File: src/rtl/s2p_lane_arbiter.sv
// Round-robin arbiter that time-shares one serial-to-parallel converter among NREQ lanes
// and delivers each assembled word, tagged with its lane id, over a valid/ready handshake.
module s2p_lane_arbiter #(
   parameter int NREQ    = 4,
   parameter int NBITS   = 8,
   parameter int TIMEOUT = 4
) (
   input  logic                      clk,
   input  logic                      reset_n,
   input  logic [NREQ-1:0]           req,
   input  logic [NREQ-1:0]           ser_d,
   output logic [NREQ-1:0]           grant,
   output logic [$clog2(NBITS)-1:0]  bit_idx,
   output logic                      conv_start,
   output logic                      conv_d,
   input  logic                      conv_end,
   input  logic [NBITS-1:0]          conv_data,
   output logic                      out_valid,
   output logic [NBITS-1:0]          out_data,
   output logic [$clog2(NREQ)-1:0]   out_id,
   input  logic                      out_ready,
   output logic                      busy,
   output logic                      err
);

   localparam int LW = $clog2(NREQ);
   localparam int CW = $clog2(NBITS);
   localparam int WW = $clog2(TIMEOUT + 1);

   typedef enum logic [1:0] {IDLE, SHIFT, WAIT, DELIVER} state_t;

   state_t            state_q, state_d;
   logic [CW-1:0]     cnt_q, cnt_d;
   logic [WW-1:0]     wcnt_q, wcnt_d;
   logic [LW-1:0]     lane_q, lane_d;
   logic [LW-1:0]     ptr_q, ptr_d;
   logic [NREQ-1:0]   grant_q, grant_d;
   logic              start_q, start_d;
   logic              err_q, err_d;
   logic              valid_q, valid_d;
   logic              busy_q, busy_d;
   logic [NBITS-1:0]  data_q, data_d;
   logic [LW-1:0]     id_q, id_d;
   logic [LW-1:0]     pick;
   logic [LW-1:0]     laneNext;

   // Search starts at ptr and wraps, so the lane just served is considered last.
   always_comb begin
      int idx;
      logic found;
      pick  = ptr_q;
      found = 1'b0;
      for (int k = 0; k < NREQ; k++) begin
         idx = int'(ptr_q) + k;
         if (idx >= NREQ) idx = idx - NREQ;
         if (!found && req[idx]) begin
            pick  = LW'(idx);
            found = 1'b1;
         end
      end
   end

   assign laneNext = (lane_q == LW'(NREQ - 1)) ? '0 : lane_q + 1'b1;

   always_comb begin
      state_d = state_q;
      cnt_d   = cnt_q;
      wcnt_d  = wcnt_q;
      lane_d  = lane_q;
      ptr_d   = ptr_q;
      grant_d = grant_q;
      start_d = 1'b0;
      err_d   = 1'b0;
      valid_d = valid_q;
      data_d  = data_q;
      id_d    = id_q;
      case (state_q)
         IDLE: begin
            if (|req) begin
               lane_d  = pick;
               grant_d = NREQ'(1) << pick;
               cnt_d   = '0;
               start_d = 1'b1;
               state_d = SHIFT;
            end
         end
         SHIFT: begin
            cnt_d = cnt_q + 1'b1;
            if (cnt_q == CW'(NBITS - 1)) begin
               cnt_d   = '0;
               wcnt_d  = '0;
               grant_d = '0;
               state_d = WAIT;
            end
         end
         WAIT: begin
            if (conv_end) begin
               data_d  = conv_data;
               id_d    = lane_q;
               valid_d = 1'b1;
               state_d = DELIVER;
            end else if (wcnt_q == WW'(TIMEOUT - 1)) begin
               err_d   = 1'b1;
               ptr_d   = laneNext;
               state_d = IDLE;
            end else begin
               wcnt_d = wcnt_q + 1'b1;
            end
         end
         DELIVER: begin
            if (out_ready) begin
               valid_d = 1'b0;
               ptr_d   = laneNext;
               state_d = IDLE;
            end
         end
         default: state_d = IDLE;
      endcase
      busy_d = (state_d != IDLE);
   end

   // Async reset drops grant the instant reset_n falls, discarding any word in flight.
   always_ff @(posedge clk or negedge reset_n) begin
      if (!reset_n) begin
         state_q <= IDLE;
         cnt_q   <= '0;
         wcnt_q  <= '0;
         lane_q  <= '0;
         ptr_q   <= '0;
         grant_q <= '0;
         start_q <= 1'b0;
         err_q   <= 1'b0;
         valid_q <= 1'b0;
         busy_q  <= 1'b0;
         data_q  <= '0;
         id_q    <= '0;
      end else begin
         state_q <= state_d;
         cnt_q   <= cnt_d;
         wcnt_q  <= wcnt_d;
         lane_q  <= lane_d;
         ptr_q   <= ptr_d;
         grant_q <= grant_d;
         start_q <= start_d;
         err_q   <= err_d;
         valid_q <= valid_d;
         busy_q  <= busy_d;
         data_q  <= data_d;
         id_q    <= id_d;
      end
   end

   assign grant      = grant_q;
   assign bit_idx    = cnt_q;
   assign conv_start = start_q;
   assign conv_d     = |(ser_d & grant_q);
   assign out_valid  = valid_q;
   assign out_data   = data_q;
   assign out_id     = id_q;
   assign busy       = busy_q;
   assign err        = err_q;

endmodule

File: config.mk
export PLATFORM = sky130hd
export DESIGN_NAME = s2p_lane_arbiter
export DESIGN_NICKNAME = d
export VERILOG_FILES = /design/src/rtl/s2p_lane_arbiter.sv
export SDC_FILE = /design/constraint.sdc
export NUM_CORES = 1
export LEC_CHECK = 0
export ABC_CLOCK_PERIOD_IN_PS = 3300
export BUFFER_PORTS_ARGS = -buffer_cell sky130_fd_sc_hd__buf_2
export CAP_MARGIN = 10
export CORE_MARGIN = 8
export CORE_UTILIZATION = 54
export CTS_CLUSTER_DIAMETER = 40
export CTS_CLUSTER_SIZE = 10
export DETAILED_ROUTE_END_ITERATION = 12
export GPL_ROUTABILITY_DRIVEN = 0
export HOLD_SLACK_MARGIN = 0.06
export PLACE_DENSITY = 0.83
export SLEW_MARGIN = 15
export SYNTH_ARGS = -nofsm -noshare
export SYNTH_HDL_FRONTEND = slang
export SYNTH_SLANG_ARGS = --single-unit
File: constraint.sdc
create_clock -name clk -period 3.3 [get_ports clk]
set_clock_uncertainty 0.1 [all_clocks]
set_input_delay 0.495 -clock clk [delete_from_list [all_inputs] [get_ports clk]]
set_output_delay 0.495 -clock clk [all_outputs]
set_load 0.05 [all_outputs]
# --- After elaboration in Yosys (flattened, before gate mapping) ---
# Cells that the tools add are included.
op_classes:
  n_eq_ne: 13
  n_bitwise: 1
  n_reduce_logical: 20
  order_cmp: 8
  shift: 1
  n_addsub: 10
  muxes: 52
ops:
  columns: ["operator", "n"]
  rows:
  - ["$lt A32 B4 Y1 const B", 4]
  - ["$mux W32", 4]
  - ["$mux W2", 13]
  - ["$mux W1", 18]
  - ["$mux W3", 5]
  - ["$ne A2 B2 Y1 const B", 7]
  - ["$pmux W3 S2", 2]
  - ["$sub A3 B3 Y4 const B", 3]
  - ["$ge A3 B3 Y1 const B", 3]
  - ["$bmux W1 S2", 4]
  - ["$mux W4", 2]
  - ["$pmux W2 S4", 1]
  - ["$pmux W4 S2", 1]
  - ["$reduce_and A4 Y1", 2]
  - ["$reduce_bool A2 Y1", 4]
  - ["$reduce_or A4 Y1", 2]
  - ["$add A2 B2 Y3 const B", 2]
  - ["$add A3 B1 Y3 const B", 2]
  - ["$eq A2 B2 Y1 const B", 3]
  - ["$reduce_and A2 Y1", 3]
  - ["$reduce_and A3 Y1", 2]
  - ["$and A4 B4 Y4", 1]
  - ["$pmux W2 S2", 1]
  - ["$shl A1 B2 Y4 const A", 1]
  - ["other kinds (11)", 15]
word_totals:
  input_bits: 20
  ff_bits: 30
  output_inout_bits: 22
  elab_cells: 117

# --- Logic depth before layout (Yosys ltp) ---
# Gate-level depths: netlist (run 1).
depth:
  depth_word: 18
  ltp_mapped: 6

# --- Worst setup path before layout (run 1) ---
# Ideal clock, no wire load.
synth_timing:
  path_type: "reg2reg"
  startpoint: "register cnt_q[0], in the netlist bit_idx[0]"
  endpoint: "register busy_q, in the netlist busy"
  slack_ns: 1.465
  path_buffers: 0
  t_arrival_ns: 1.611
  required_ns: 3.076
  setup_time_ns: 0.124
  stages_incl_launch_ff: 7
  period_less_slack_ns: 1.835
  path_cell_list: "dfrtp_1 > ha_1 > ha_1 > nor2b_1 > a21oi_1 > a21oi_1 > or2_1"
synth_between:
  elab_chain_cells: 4
synth_rtl:
  columns: ["item", "line", "text"]
  rows:
  - ["start: declaration", "33", "logic [CW-1:0] cnt_q, cnt_d;"]
  - ["start signal: assignment", "139", "cnt_q <= cnt_d;"]
  - ["$eq A3 B3 Y1", "89", "if (cnt_q == CW'(NBITS - 1)) begin"]
  - ["$mux W2", "89", null]
  - ["$pmux W2 S4", "77", "case (state_q)"]
  - ["via state_d[1]", "32", "state_t state_q, state_d;"]
  - ["$reduce_bool A2 Y1", "119", "busy_d = (state_d != IDLE);"]
  - ["via busy_d", "41", "logic busy_q, busy_d;"]
  - ["end signal: assignment", "147", "busy_q <= busy_d;"]
  - ["end: declaration", "41", null]
# The timed path passes the listed nets, and every way through them passes these cells.
# A chain may end at the register's enable or synchronous reset.

# --- Worst setup path in the final report (run 1) ---
layout_timing:
  startpoint: "register wcnt_q[0]"
  endpoint: "register wcnt_q[2]"
layout_between:
  elab_chain_cells: 4
layout_rtl:
  columns: ["item", "line", "text"]
  rows:
  - ["start: declaration", "34", "logic [WW-1:0] wcnt_q, wcnt_d;"]
  - ["start signal: assignment", "140", "wcnt_q <= wcnt_d;"]
  - ["$add A3 B1 Y3", "107", "wcnt_d = wcnt_q + 1'b1;"]
  - ["$mux W3", "102", "end else if (wcnt_q == WW'(TIMEOUT - 1)) begin"]
  - ["$mux W3", "97", "if (conv_end) begin"]
  - ["$pmux W3 S2", "77", null]
# Parallel ways exist; a longest one is shown, timed or not. The select of a mux whose other input is x is not followed.

==> results of run 1 <==
==> per-layer routing <==
metal  vias to the layer above  GRT usage  wire [um]
li1                        530          -          -
met1                       558     0.1574       1219
met2                        26     0.2616       1628
met3                         9    0.06544        241
met4                         0    0.06789         51
met5                         -          0          0
==> through the flow <==
| stage | area (sq um) | power (uW) | hold slack (ns) | util | std cells |
|---|---|---|---|---|---|
| 2_1_floorplan | 1405 | 1419 | 0.09941 | - | 122 |
| 3_3_place_gp | 1628 | 1606 | 0.3832 | 0.6571 | 189 |
| 3_5_place_dp | 1628 | 1655 | 0.3902 | 0.6571 | 189 |
| 4_1_cts | 1707 | 1923 | 0.09636 | 0.6889 | 197 |
| 5_1_grt | 1707 | 2032 | 0.1205 | 0.6889 | 197 |
| 6_report | 1707 | 1907 | 0.07595 | 0.6889 | 197 |
==> power groups by stage <==
stage | Combinational [uW] | Clock [uW] | Sequential, uW
floorplan | 409 | 0 | 1010
global placement | 945 | 0 | 662
detailed placement | 978 | 0 | 676
CTS | 983 | 272 | 668
global route | 1040 | 293 | 693
finish | 972 | 266 | 670
==> worst reg2reg max path, stage by stage, from the launching register on <==
cell and delay (ns):
dfrtp_1 0.40, ha_1 0.21, ha_1 0.21, nor4b_2 0.46, nor2_1 0.09, a31oi_1 0.19
o32ai_1 0.13
==> Yosys cell counts, drive strengths merged <==
master    n
a2111oi   1
mux2     13
a22o      1
a21o      1
nand2    12
nor2      5
o221a     1
a21oi     6
dfrtp    30
a22oi     2
or2       1
a31oi     1
nand2b    3
nor4b     1
a211o     1
o32ai     1
o221ai    1
buf       4
nand3     4
inv       5
mux2i     1
a2bb2oi   1
o21ai     6
a32o      2
nand3b    2
nor3b     2
nor3      1
ha        5
nor2b     5
o31ai     3
==> worst max path at each step <==
stage | cells after the start | end | slack, ns
floorplan | 6 | busy$_DFF_PN0_ | 1.46
global placement | 5 | busy$_DFF_PN0_ | 1.55
detailed placement | 6 | wcnt_q[2]$_DFFE_PN0P_ | 1.39
CTS | 6 | wcnt_q[2]$_DFFE_PN0P_ | 1.38
global route | 6 | wcnt_q[2]$_DFFE_PN0P_ | 1.28
finish | 6 | wcnt_q[2]$_DFFE_PN0P_ | 1.38
==> registers in the layout, summed over array words and instances, names as in the netlist <==
signal      cells
grant           4
err             1
ptr_q           2
out_id          2
wcnt_q          3
bit_idx         3
out_data        8
conv_start      1
lane_q          2
busy            1
out_valid       1
state_q         2
==> layout make-up <==
| type | instances | area share |
|---|---|---|
| clock buffer | 8 | 0.04619 |
| inverter | 5 | 0.01100 |
| multi-input combinational | 83 | 0.3607 |
| sequential | 30 | 0.4399 |
| tap | 30 | 0.02199 |
| timing repair buffer | 41 | 0.1202 |
==> cells in the final DEF (no fill, tap or decap), types with 2 or more instances in the layout <==
| master | count |
|---|---|
| buf_2 | 41 |
| dfrtp_1 | 30 |
| mux2_2 | 13 |
| nand2_1 | 12 |
| a21oi_1 | 6 |
| inv_1 | 5 |
| nor2b_1 | 5 |
| nor2_1 | 5 |
| o21ai_0 | 5 |
| ha_1 | 5 |
| clkbuf_4 | 5 |
| nand3_1 | 4 |
| nand2b_1 | 3 |
| o31ai_1 | 3 |
| clkbuf_8 | 3 |
| nand3b_1 | 2 |
| nor3b_1 | 2 |
| a22oi_1 | 2 |
| a32o_1 | 2 |
==> cells by family after synthesis <==
family | after synthesis | share of synthesized area
AO/OA/AOI/OAI | 28 | 0.1434
adder cells (fa/ha/maj) | 5 | 0.04452
buffers and inverters | 9 | 0.02761
flip-flops | 30 | 0.5343
multiplexers | 14 | 0.1113
AND/OR/NAND/NOR | 36 | 0.1389
==> results.py, run 1 <==
metrics = {
    "run_status": {
        "status": "finished clean",
    },
    "setup_path": {
        "cpMostUsedCell": "ha_1",
        "r2r_slack_ns": 1.38,
        "worstPathCellList": "ha_1, ha_1, nor4b_2, nor2_1, a31oi_1, o32ai_1",
        "critPathBufInv": 0,
        "critPathTopFamily": "simple AND/OR/NAND/NOR gates",
        "r2r_cells": 6,
        "r2r_end": "wcnt_q[2]$_DFFE_PN0P_",
        "critical_path.max_stage_delay_ns": 0.46,
        "critPathLaunch": "wcnt_q[0]$_DFFE_PN0P_",
        "worstPathRequired_ns": 3.39,
        "endpoint_kind": "flip-flop",
        "critPathLaunchType": "flip-flop",
        "setup.worst_path.class": "reg -> reg",
        "arrival_ns": 2.01,
        "crit_path_top_delay_cell": "nor4b_2",
        "worst-path-max-fanout": 6,
        "rr_startpoint": "wcnt_q[0]$_DFFE_PN0P_",
    },
    "die": {
        "start_util": 0.5672,
        "fp-row-count": 18,
        "coreArea_sq_mm": 0.002477,
        "fp.dieH_um": 67.01,
        "top_level_ports": 42,
        "die_area_sq_mm": 0.004490,
        "fp.dieW_um": 67.01,
    },
    "clocking": {
        "numClockSinks": 30,
        "cts_buffer_depth": 2,
        "cts_buffers": 5,
        "ctsHtreeMaxLevel": 2,
        "insertion_delay_ns": 0.32,
        "cts_tree": "built",
        "post_cts_buffers": 0,
        "cts.repair.resized": 0,
        "holdBufCountCts": 0,
        "clk_pin_slew_ns": 0.09,
        "root_buffer": "clkbuf_4",
    },
    "power_and_ir_drop": {
        "vdd_drop_max_mv": 0.7511,
        "swShare": 0.4874,
        "p_seq_frac": 0.351,
        "p_sw_uw": 929.5,
        "power.density_mw_per_mm2": 1117,
        "combPwrFrac": 0.510,
        "p_leak_uw": 0.0008521,
        "p_int_uw": 977.5,
        "clkPwrFrac": 0.139,
    },
    "detailed_routing": {
        "drc": 0,
        "vias": 1123,
        "route.final.wire_length_um": 3140,
        "via_per_inst": 5.701,
        "wire_per_inst_um": 15.94,
        "first_pass_iters": 2,
        "ant_nets": 0,
        "drtIter0Drc": 71,
    },
    "yosys": {
        "yosysWarnings": 0,
        "synth_area_leader_cell": "dfrtp_1",
        "yosys-top-cells-area": "dfrtp_1 53%, mux2_2 10%, ha_1 4.5%",
        "synth_top_area_share": 0.5343,
        "ys_seq_area_frac": 0.5343,
        "synth-seq-cells": 30,
        "avgSynthCellArea_sq_um": 11.52,
        "synth_cell_types": 31,
        "netlist_instances": 122,
        "mappedNetlistNets": 147,
        "syn_area_sq_mm": 0.001405,
    },
    "final_layout": {
        "nets": 191,
        "diodes": 0,
        "seqCellArea_sq_um": 750.7,
        "fillCellCount": 183,
        "layout-drive-gt1-share": 0.3952,
        "area_growth_pct": 21.46,
        "multi_input_area_sq_um": 615.6,
    },
    "placement": {
        "dp_slack_ns": 1.388,
        "dp_hpwl_um": 2417,
        "port_buffers": 41,
    },
    "grt": {
        "grt_max_degree": 31,
        "grt_antenna_before_repair": 0,
        "grt_pass1_wl_um": 5216,
        "grt_usage": 0.1524,
        "grt_pass1_vias": 1162,
        "overflow": 0,
    },
    "timing": {
        "final.period_utilization": 0.5823,
        "setup_viol": 0,
        "hold_violations": 0,
        "drv_slew": 0,
        "fin_setup_tns_ns": 0,
        "slew_headroom": 0.5789,
        "rsz0062_at_grt": "false",
        "worst_pin_slew_ns": 0.6317,
        "setup_ws_ns": 1.378,
        "fin_crit_ns": 1.922,
        "max_freq_ghz": 0.5204,
    },
    "hold_path": {
        "hp-class": "in -> async",
    },
    "run": {
        "drv_cap": 0,
    },
}
No activity file was read; power rests on OpenSTA's default activity.
==> run 2, diff against run 1 <==
Settings changed: ABC_CLOCK_PERIOD_IN_PS 3300 to 1680, CORE_UTILIZATION 54 to 45, PLACE_DENSITY 0.83 to 0.74.
Clock period 3.3 ns to 1.68 ns, I/O delays scaled along.
==> results.py, run 2 (synthesized netlist as in run 1, its figures left out) <==
metrics = {
    "grt": {
        "overflow": 0,
        "grt_pass1_wl_um": 5485,
        "grt_antenna_before_repair": 0,
        "grt_max_degree": 31,
        "grt_pass1_vias": 1143,
        "grt_usage": 0.1359,
    },
    "die": {
        "coreArea_sq_mm": 0.003003,
        "top_level_ports": 42,
        "start_util": 0.4679,
        "fp.dieH_um": 71.88,
        "die_area_sq_mm": 0.005167,
        "fp.dieW_um": 71.88,
        "fp-row-count": 20,
    },
    "run_status": {
        "status": "finished clean",
    },
    "timing": {
        "drv_slew": 0,
        "worst_pin_slew_ns": 0.6439,
        "hold_violations": 0,
        "setup_viol": 0,
        "fin_crit_ns": 1.673,
        "setup_ws_ns": 0.006500,
        "max_freq_ghz": 0.5976,
        "final.period_utilization": 0.9961,
        "slew_headroom": 0.5707,
        "rsz0062_at_grt": "true",
        "holdWs_ns": 0.1585,
    },
    "power_and_ir_drop": {
        "swShare": 0.4923,
        "p_leak_uw": 0.0009094,
        "p_seq_frac": 0.335,
        "p_int_uw": 1928,
        "power.density_mw_per_mm2": 2015,
        "combPwrFrac": 0.562,
        "vdd_drop_max_mv": 0.8293,
        "p_sw_uw": 1869,
        "clkPwrFrac": 0.103,
    },
    "final_layout": {
        "final_common_cell": "buf_2",
        "area_growth_pct": 34.11,
        "final_cell_mix": "41 x buf_2, 28 x dfrtp_1, 13 x mux2_2, 12 x nand2_1, 9 x dlygate4sd3_1",
        "fillCellCount": 248,
        "multi_input_area_sq_um": 666.9,
        "diodes": 0,
        "nets": 208,
        "layout-drive-gt1-share": 0.4457,
        "largest_register_ffs": 8,
        "seqCellArea_sq_um": 753.2,
        "stdcell_count": 217,
    },
    "detailed_routing": {
        "first_pass_iters": 4,
        "ant_nets": 0,
        "via_per_inst": 5.470,
        "route.final.wire_length_um": 3305,
        "wire_per_inst_um": 15.23,
        "vias": 1187,
        "drc": 0,
        "drtIter0Drc": 69,
    },
    "clocking": {
        "ctsHtreeMaxLevel": 2,
        "cts_buffer_depth": 2,
        "insertion_delay_ns": 0.33,
        "numClockSinks": 30,
        "clk_pin_slew_ns": 0.09,
        "root_buffer": "clkbuf_4",
        "cts_buffers": 5,
        "cts_tree": "built",
    },
    "placement": {
        "dp_slack_ns": 0.01213,
        "dp_hpwl_um": 2405,
        "place_inst": 197,
        "port_buffers": 41,
    },
    "setup_path": {
        "arrival_ns": 1.85,
        "critPathLaunchType": "flip-flop",
        "worst-path-max-fanout": 3,
        "endpoint_kind": "flip-flop",
        "worstPathRequired_ns": 1.86,
        "setup.worst_path.class": "reg -> reg",
    },
    "run": {
        "drv_cap": 0,
    },
    "hold_path": {
        "hp-class": "in -> reg",
    },
}
## run 2: path summary, 6_finish.rpt
kind / cells past startpoint / slack [ns] / end / from
worst max-delay path: 6 / 0.007 / wcnt_q[0]$_DFFE_PN0P_ / wcnt_q[1]$_DFFE_PN0P_
worst min-delay path: 4 / 0.16 / out_valid$_DFFE_PN0P_ / out_ready
worst max register to register: 6 / 0.007 / wcnt_q[0]$_DFFE_PN0P_ / wcnt_q[1]$_DFFE_PN0P_
worst min register to register: 1 / 0.40 / out_data[0]$_DFFE_PN0P_ / out_data[0]$_DFFE_PN0P_
max in group asynchronous: 2 / 0.65 / bit_idx[1]$_DFFE_PN0P_ / reset_n
min in group asynchronous: 2 / 0.37 / wcnt_q[2]$_DFFE_PN0P_ / reset_n
## run 2: per-layer routing
metal,global-route usage,vias to the layer above,share of wire
li1,-,565,-
met1,0.1460,577,0.39
met2,0.2227,37,0.52
met3,0.04463,8,0.069
met4,0.09070,0,0.022
met5,0,-,0
## run 2: final cells by class
cell class | count | area share
Inverter | 5 | 0.009960
Sequential cell | 30 | 0.3997
Multi-Input combinational cell | 83 | 0.3539
Timing Repair Buffer | 58 | 0.1886
Tap cell | 33 | 0.02191
Clock buffer | 8 | 0.02590
## run 2: what timing repair did
item,4_1_cts,5_1_grt
pin swaps,0,5
resized for setup,0,9
buffers inserted,2,1
setup endpoints to repair,3,6
hold endpoints to repair,38,0
hold buffers,9,0
## run 2: critical path, cell delays in order, from the launching register on
cell	delay, ns
dfrtp_1	0.40
ha_2	0.20
ha_4	0.17
nor4b_4	0.32
buf_4	0.19
buf_4	0.11
mux2_2	0.14
## run 2: power groups by stage
stage | logic (uW) | registers (uW) | clock network [uW]
after floorplan | 812 | 2000 | 0
after global placement | 1980 | 1260 | 0
after detailed placement | 2040 | 1290 | 0
after CTS | 2070 | 1270 | 409
after global routing | 2280 | 1320 | 444
final | 2130 | 1270 | 393
## run 2: stage by stage
| stage | TNS, ns | power (uW) | area (sq um) | util |
|---|---|---|---|---|
| after global routing | -0.1003 | 4046 | 1884 | 0.6275 |
| final | 0 | 3797 | 1884 | 0.6275 |
| after global placement | 0 | 3243 | 1683 | 0.5604 |
| after CTS | 0 | 3751 | 1837 | 0.6117 |
| after floorplan | -0.02694 | 2807 | 1419 | - |
| after detailed placement | 0 | 3327 | 1683 | 0.5604 |
